==> src/rtl/proc_trace_buffer_if.sv <==
// Trace-buffer bus: processor-side trace stream in, val/rdy head-of-queue out.
// The buffer uses the slave view; whoever drives traces and drains the queue uses master.
interface proc_trace_buffer_if #(
  parameter int SEQ_W = 16
);
  logic             trace_val;
  logic [31:0]      trace_addr;
  logic [31:0]      trace_data;
  logic             out_val;
  logic             out_rdy;
  logic [31:0]      out_addr;
  logic [31:0]      out_data;
  logic [SEQ_W-1:0] out_seq;

  modport master (
    output trace_val, trace_addr, trace_data, out_rdy,
    input  out_val, out_addr, out_data, out_seq
  );

  modport slave (
    input  trace_val, trace_addr, trace_data, out_rdy,
    output out_val, out_addr, out_data, out_seq
  );
endinterface

==> src/rtl/proc_trace_buffer.sv <==
// Retired-instruction trace FIFO: tags each trace with a sequence number, queues it,
// drains over val/rdy and counts entries dropped while full.
module proc_trace_buffer #(
  parameter int DEPTH  = 8,
  parameter int SEQ_W  = 16,
  parameter int DROP_W = 8
) (
  input  logic                       clk,
  input  logic                       rst,
  proc_trace_buffer_if.slave         bus,
  input  logic                       flush,
  output logic [$clog2(DEPTH):0]     count,
  output logic                       full,
  output logic [DROP_W-1:0]          drop_count,
  output logic                       overflow
);
  localparam int PTR_W = $clog2(DEPTH);
  localparam int CNT_W = PTR_W + 1;
  localparam logic [CNT_W-1:0]  DEPTH_C  = CNT_W'(DEPTH);
  localparam logic [DROP_W-1:0] DROP_MAX = '1;

  logic [31:0]      mem_addr [DEPTH];
  logic [31:0]      mem_data [DEPTH];
  logic [SEQ_W-1:0] mem_seq  [DEPTH];

  logic [PTR_W-1:0]  wr_ptr_reg, rd_ptr_reg;
  logic [CNT_W-1:0]  count_reg;
  logic [SEQ_W-1:0]  seq_reg;
  logic [DROP_W-1:0] drop_reg;
  logic              overflow_reg;

  logic deq, enq, drop;

  // out_val comes only from registered occupancy, never from out_rdy.
  assign bus.out_val  = (count_reg != '0);
  assign bus.out_addr = mem_addr[rd_ptr_reg];
  assign bus.out_data = mem_data[rd_ptr_reg];
  assign bus.out_seq  = mem_seq[rd_ptr_reg];

  assign full       = (count_reg == DEPTH_C);
  assign count      = count_reg;
  assign drop_count = drop_reg;
  assign overflow   = overflow_reg;

  assign deq  = bus.out_val & bus.out_rdy;
  assign enq  = bus.trace_val & (!full | deq);
  assign drop = bus.trace_val & full & !deq;

  // Storage has no reset; only pointers and occupancy define validity.
  always_ff @(posedge clk) begin
    if (!rst && !flush && enq) begin
      mem_addr[wr_ptr_reg] <= bus.trace_addr;
      mem_data[wr_ptr_reg] <= bus.trace_data;
      mem_seq[wr_ptr_reg]  <= seq_reg;
    end
  end

  always_ff @(posedge clk) begin
    if (rst) begin
      wr_ptr_reg   <= '0;
      rd_ptr_reg   <= '0;
      count_reg    <= '0;
      seq_reg      <= '0;
      drop_reg     <= '0;
      overflow_reg <= 1'b0;
    end else begin
      // Tags advance for every retired instruction, kept or not, so gaps stay visible.
      if (bus.trace_val) seq_reg <= seq_reg + 1'b1;

      if (flush) begin
        wr_ptr_reg   <= '0;
        rd_ptr_reg   <= '0;
        count_reg    <= '0;
        drop_reg     <= '0;
        overflow_reg <= 1'b0;
      end else begin
        if (enq) wr_ptr_reg <= wr_ptr_reg + 1'b1;
        if (deq) rd_ptr_reg <= rd_ptr_reg + 1'b1;
        if (enq && !deq)      count_reg <= count_reg + 1'b1;
        else if (deq && !enq) count_reg <= count_reg - 1'b1;
        if (drop) begin
          overflow_reg <= 1'b1;
          if (drop_reg != DROP_MAX) drop_reg <= drop_reg + 1'b1;
        end
      end
    end
  end
endmodule

==> src/flat_wrapper.sv <==
// flat-port wrapper written by rule: the top's interface ports become plain ports
module proc_trace_buffer_flat 
#(
  parameter int DEPTH  = 8,
  parameter int SEQ_W  = 16,
  parameter int DROP_W = 8
)
  (clk, rst, flush, count, full, drop_count, overflow, bus_trace_val, bus_trace_addr, bus_trace_data, bus_out_rdy, bus_out_val, bus_out_addr, bus_out_data, bus_out_seq);
  proc_trace_buffer_if #(.SEQ_W(SEQ_W)) bus_i ();
  input  logic clk;
  input  logic rst;
  input  logic flush;
  output logic [$clog2(DEPTH):0] count;
  output logic full;
  output logic [DROP_W-1:0] drop_count;
  output logic overflow;
  input wire logic [$bits(bus_i.trace_val)-1:0] bus_trace_val;
  input wire logic [$bits(bus_i.trace_addr)-1:0] bus_trace_addr;
  input wire logic [$bits(bus_i.trace_data)-1:0] bus_trace_data;
  input wire logic [$bits(bus_i.out_rdy)-1:0] bus_out_rdy;
  output wire logic [$bits(bus_i.out_val)-1:0] bus_out_val;
  output wire logic [$bits(bus_i.out_addr)-1:0] bus_out_addr;
  output wire logic [$bits(bus_i.out_data)-1:0] bus_out_data;
  output wire logic [$bits(bus_i.out_seq)-1:0] bus_out_seq;
  assign bus_i.trace_val = bus_trace_val;
  assign bus_i.trace_addr = bus_trace_addr;
  assign bus_i.trace_data = bus_trace_data;
  assign bus_i.out_rdy = bus_out_rdy;
  assign bus_out_val = bus_i.out_val;
  assign bus_out_addr = bus_i.out_addr;
  assign bus_out_data = bus_i.out_data;
  assign bus_out_seq = bus_i.out_seq;
  proc_trace_buffer #(.DEPTH(DEPTH), .SEQ_W(SEQ_W), .DROP_W(DROP_W)) u_core (.clk(clk), .rst(rst), .bus(bus_i), .flush(flush), .count(count), .full(full), .drop_count(drop_count), .overflow(overflow));
endmodule
==> config.mk <==
export PLATFORM = sky130hd
export DESIGN_NAME = proc_trace_buffer_flat
export DESIGN_NICKNAME = d
export VERILOG_FILES = /design/src/rtl/proc_trace_buffer_if.sv /design/src/rtl/proc_trace_buffer.sv /design/src/flat_wrapper.sv
export SDC_FILE = /design/constraint.sdc
export NUM_CORES = 1
export LEC_CHECK = 0
export ABC_AREA = 0
export CAP_MARGIN = 20
export CORE_AREA = 8 8 242 303
export DETAILED_ROUTE_END_ITERATION = 12
export DIE_AREA = 0 0 250 311
export PLACE_DENSITY = 0.6
export REMOVE_ABC_BUFFERS = 1
export SYNTH_ARGS = -nofsm -noshare
export SYNTH_HDL_FRONTEND = slang
export SYNTH_SLANG_ARGS = --single-unit
==> constraint.sdc <==
create_clock -name clk -period 8.67 [get_ports clk]
set_clock_uncertainty 0.05 [all_clocks]
set_input_delay 2.1675 -clock clk [delete_from_list [all_inputs] [get_ports clk]]
set_output_delay 2.1675 -clock clk [all_outputs]
set_load 0.1 [all_outputs]
# Word level (Yosys, flattened, before mapping)
# Memories as Yosys holds them, arrays and structs flattened. A register that Yosys moved wholly into a read port is not among the register bits.
# Index checks and enable logic that the tools add are counted.
[word_totals] register_bits=35 mem_bits_rw=640 input_bits=69 n_memories=3 latchBits=0 output_inout_bits=95 mem_bits_ro=0
[op_classes] n_eq_ne=2 n_lt_le_gt_ge=0 add_sub_neg=6 n_bitwise=5 muxes=10 mul=0 shift=0 div_mod_pow=0 reduce_logical=13
[mem_list] name="u_core.mem_addr" depth=8 word_bits=32 read_ports=1 rd_ports_with_merged_regs=1 write_ports=1 line_no="proc_trace_buffer.sv:22" rtl="logic [31:0] mem_addr [DEPTH];"
[mem_list] name="u_core.mem_data" depth=8 word_bits=32 read_ports=1 rd_ports_with_merged_regs=1 write_ports=1 line_no="proc_trace_buffer.sv:23" rtl="logic [31:0] mem_data [DEPTH];"
[mem_list] name="u_core.mem_seq" depth=8 word_bits=16 read_ports=1 rd_ports_with_merged_regs=1 write_ports=1 line_no="proc_trace_buffer.sv:24" rtl="logic [SEQ_W-1:0] mem_seq [DEPTH];"
[op_table] op="$mux W3" count=6
[op_table] op="$add A16 B1 Y16 const B" count=1
[op_table] op="$add A8 B1 Y8 const B" count=1
[op_table] op="$mux W4" count=2
[op_table] op="$ne A8 B8 Y1 const B" count=1
[op_table] op="$add A3 B1 Y3 const B" count=2
[op_table] op="$logic_not A1 Y1" count=5
[op_table] op="$add A4 B1 Y4 const B" count=1
[op_table] op="$and A1 B1 Y1" count=4
[op_table] op="$eq A4 B4 Y1 const B" count=1
[op_table] op="$logic_and A1 B1 Y1" count=4
[op_table] op="$reduce_bool A4 Y1" count=1
[op_table] op="$sub A4 B1 Y4 const B" count=1
[op_table] op="$mux W1" count=2
[op_table] op="$reduce_and A2 Y1" count=1
[op_table] op="$reduce_bool A2 Y1" count=1
[op_table] op="$reduce_or A2 Y1" count=1
[op_table] op="$or A1 B1 Y1" count=1

# Logic depth before layout (Yosys ltp)
[depth] depth_word=8 depth_mapped=10

# Worst setup path before layout
# OpenSTA, ideal clock, no wires.
[synth_timing] path_type="input to register" startpoint="input bus_trace_val" endpoint="memory u_core.mem_addr[0][0], enable pin" arrival_time_ps=8188 setup_slack_ps=-185 stages=4 setup_ps=617 n_path_buf=1 path_cell_list="buf_4 -> a21boi_2 -> nand3b_1 -> nor3_1"
[synth_via] elab_chain_cells=4
[synth_lines] element="start, declared" line_no="flat_wrapper.sv:17" rtl="input wire logic [$bits(bus_i.trace_val)-1:0] bus_trace_val;"
[synth_lines] element="$and A1 B1 Y1" line_no="proc_trace_buffer.sv:46" rtl="assign enq = bus.trace_val & (!full | deq);"
[synth_lines] element="named net u_core.enq" line_no="proc_trace_buffer.sv:32" rtl="logic deq, enq, drop;"
[synth_lines] element="$logic_and A1 B1 Y1" line_no="proc_trace_buffer.sv:51" rtl="if (!rst && !flush && enq) begin"
[synth_lines] element="$mux W1" line_no="proc_trace_buffer.sv:51"
[synth_lines] element="$mux W1 (not written as such)" line_no="proc_trace_buffer.sv:52" rtl="mem_addr[wr_ptr_reg] <= bus.trace_addr;"
[synth_lines] element="end, declared" line_no="proc_trace_buffer.sv:22"
# The timed path passes the listed nets, and every way through them passes these cells.

==> impl_metrics.json <==
{
  "synth.most_common_cell": "edfxtp_1",
  "rsz0062_at_grt": "no",
  "start_util_pct": 37.6,
  "place_ws_ns": 2.78,
  "grt_remaining_overflow": 0,
  "finalPower_mw": 7.07,
  "hp-class": "reg -> reg",
  "antenna_found_initial": 0,
  "synth_flop_cell": "edfxtp_1",
  "numCtsBuffers": 69,
  "io_pins": 164,
  "synthTopCellsByCount": "edfxtp_1, mux4_2, mux2_2",
  "yosysWarnings": 0,
  "hold_violations": 0,
  "syn_to_final_growth_pct": 19.2,
  "cts_tree": "done",
  "avgSynthCellArea_sq_um": 22.9,
  "netlist.area_leader.share_pct": 74.5,
  "worstHoldStart": "u_core.overflow$_SDFFE_PP0P_",
  "outcome": "complete, no violations",
  "period_minus_slack_ns": 6.08,
  "synthArstFlopShare_pct": 0,
  "maxCapViolCount": 0,
  "synth-seq-cells": 678,
  "finalWorstSetupSlack_ns": 2.59,
  "routed_wirelength_um": 54200,
  "final_layout_size_suffix_gt1_share_pct": 27.7,
  "drt-wirelength-per-cell_um": 23.9,
  "yosysTopAreaCell": "edfxtp_1",
  "cp.arrival_ns": 3.86,
  "die_w_um": 250,
  "dr.pass1.iters": 5,
  "grtUsageTotal_pct": 13.9,
  "syn_inst": 1127,
  "post_cts_resize_count": 0,
  "first_global_vias": 12900,
  "end_kind": "output port",
  "rows": 108,
  "synth.area.top_cells": "edfxtp_1, mux4_2, mux2_2",
  "viasPerCell": 5.17,
  "place_hpwl_um": 29600,
  "clk-insertion-delay-late_ns": 0.59,
  "holdBufCountCts": 0,
  "place.gp.congestion": 0.699,
  "cp-start-kind": "flip-flop",
  "min_period_over_period_pct": 70.1,
  "p_comb_share_pct": 8.0,
  "grt_pass1_wl_um": 82000,
  "seq_area_frac_synth_pct": 77.5,
  "nNetsFinal": 1408,
  "required_ns": 6.45,
  "finish.utilization_pct": 44.8,
  "n_fill_cell": 5772,
  "setup_viol": 0,
  "cts-htree-levels": 3,
  "path_class": "reg -> out",
  "synth_cell_types": 45,
  "p_leak_nw": 9.49,
  "powerDensity_mw_per_mm2": 230,
  "p_int_mw": 5.47,
  "r2r_start": "u_core.count[0]$_SDFFE_PP0P_",
  "crit_fanout": 40,
  "clock_path_buffers": 3,
  "synth_edf_count": 640,
  "port_buffers": 163,
  "postCtsSetupBuffers": 0,
  "seq_power_share_pct": 51.0,
  "swShare_pct": 22.7,
  "drcViolationCount": 0,
  "p_sw_mw": 1.61,
  "maxSlewHeadroom_pct": 26.8,
  "cts.sinks": 678,
  "vias": 11700,
  "largestRegisters": "u_core.mem_addr (256), u_core.mem_data (256), u_core.mem_seq (128)",
  "power.clock.fraction_pct": 41.0,
  "vdd.ir_drop.worst_mv": 0.115,
  "die-height_um": 311,
  "synth_area_sq_mm": 0.0258,
  "drtAntennaViolNets": 0,
  "grt_max_degree": 161,
  "drt_iter0_markers": 821,
  "fp.coreArea_sq_mm": 0.0686,
  "dieArea_sq_mm": 0.0778,
  "cts-root-buf": "clkbuf_16",
  "fmax_ghz": 0.164,
  "clk_pin_slew_worst_paths_ns": 0.06,
  "worst_slew_pin_slew_ns": 1.10,
  "slew_viol_final": 0,
  "diodes": 0,
  "whs_ns": 0.425
}
area by class of cell:
class	count	area [sq um]	area share [%]
clock buffer	85	1860	6.05
clock inverter	39	357	1.16
inverter	6	22.5	0.0733
multi-input combinational	392	5540	18.0
sequential	678	20000	65.0
tap	880	1100	3.58
timing repair buffer	184	1860	6.05
final timing paths:
path | slack (ns) | cells past startpoint | endpoint
min reg2reg | 0.43 | 2 | u_core.overflow$_SDFFE_PP0P_
min | 0.43 | 2 | u_core.overflow$_SDFFE_PP0P_
max | 2.59 | 5 | bus_out_seq[13]
max reg2reg | 5.37 | 6 | u_core.mem_addr[2][28]$_DFFE_PP_
logic make-up (layout without fill, tap and decap cells):
| family | count (synthesis) | count (layout) | share of synthesized area [%] |
|---|---|---|---|
| buffers and inverters | 57 | 314 | 1.22 |
| multiplexers | 247 | 247 | 17.8 |
| AO/OA/AOI/OAI | 18 | 18 | 0.480 |
| XOR/XNOR | 18 | 18 | 0.611 |
| AND/OR/NAND/NOR | 101 | 101 | 2.02 |
| adder cells (fa/ha/maj) | 8 | 8 | 0.417 |
| flip-flops | 678 | 678 | 77.5 |
per-stage QoR:
stage	TNS, ns	cell area [sq um]	std cells
floorplan	-110.66	25500	1076
global route	0	30700	2264
CTS	0	30700	2263
detailed placement	0	28500	2139
finish	0	30700	2264
global placement	0	28500	2139
layout by cell type (no fill, tap or decap), types with 4 or more instances in the layout:
cell	instances
edfxtp_1	640
clkdlybuf4s50_1	163
mux4_2	160
mux2_2	82
clkbuf_16	71
nor2_1	35
dfxtp_1	35
buf_4	16
nand3_1	15
clkinv_1	13
clkbuf_1	11
xnor2_1	10
clkinv_2	10
xor2_1	8
nand2_1	7
nand4_1	7
ha_1	7
inv_1	6
nor2_4	6
nor3_1	6
mux2i_1	5
a21oi_1	5
bufinv_16	5
buf_12	4
power by group through the flow:
| stage | clock network [mW] | registers [mW] | logic (mW) |
|---|---|---|---|
| after floorplan | 0 | 3.72 | 0.386 |
| after global placement | 0 | 3.69 | 0.561 |
| after detailed placement | 0 | 3.69 | 0.566 |
| after CTS | 2.98 | 3.62 | 0.567 |
| after global routing | 3.10 | 3.61 | 0.598 |
| final | 2.90 | 3.61 | 0.567 |
layer usage:
layer | vias to the layer above | wire [um] | GRT usage (%)
met5 | - | 0 | 0
met4 | 0 | 1000 | 4.33
met3 | 59 | 2310 | 2.61
met2 | 235 | 28200 | 24.6
met1 | 6260 | 22700 | 17.3
li1 | 5140 | - | -
critical path, cell delays in order (launching register included):
cell             delay [ns]
dfxtp_4                0.47
buf_16                 0.31
buf_4                  0.52
mux4_2                 0.59
mux2_2                 0.30
clkdlybuf4s50_1        0.98
(Power assumes the default switching activity.)
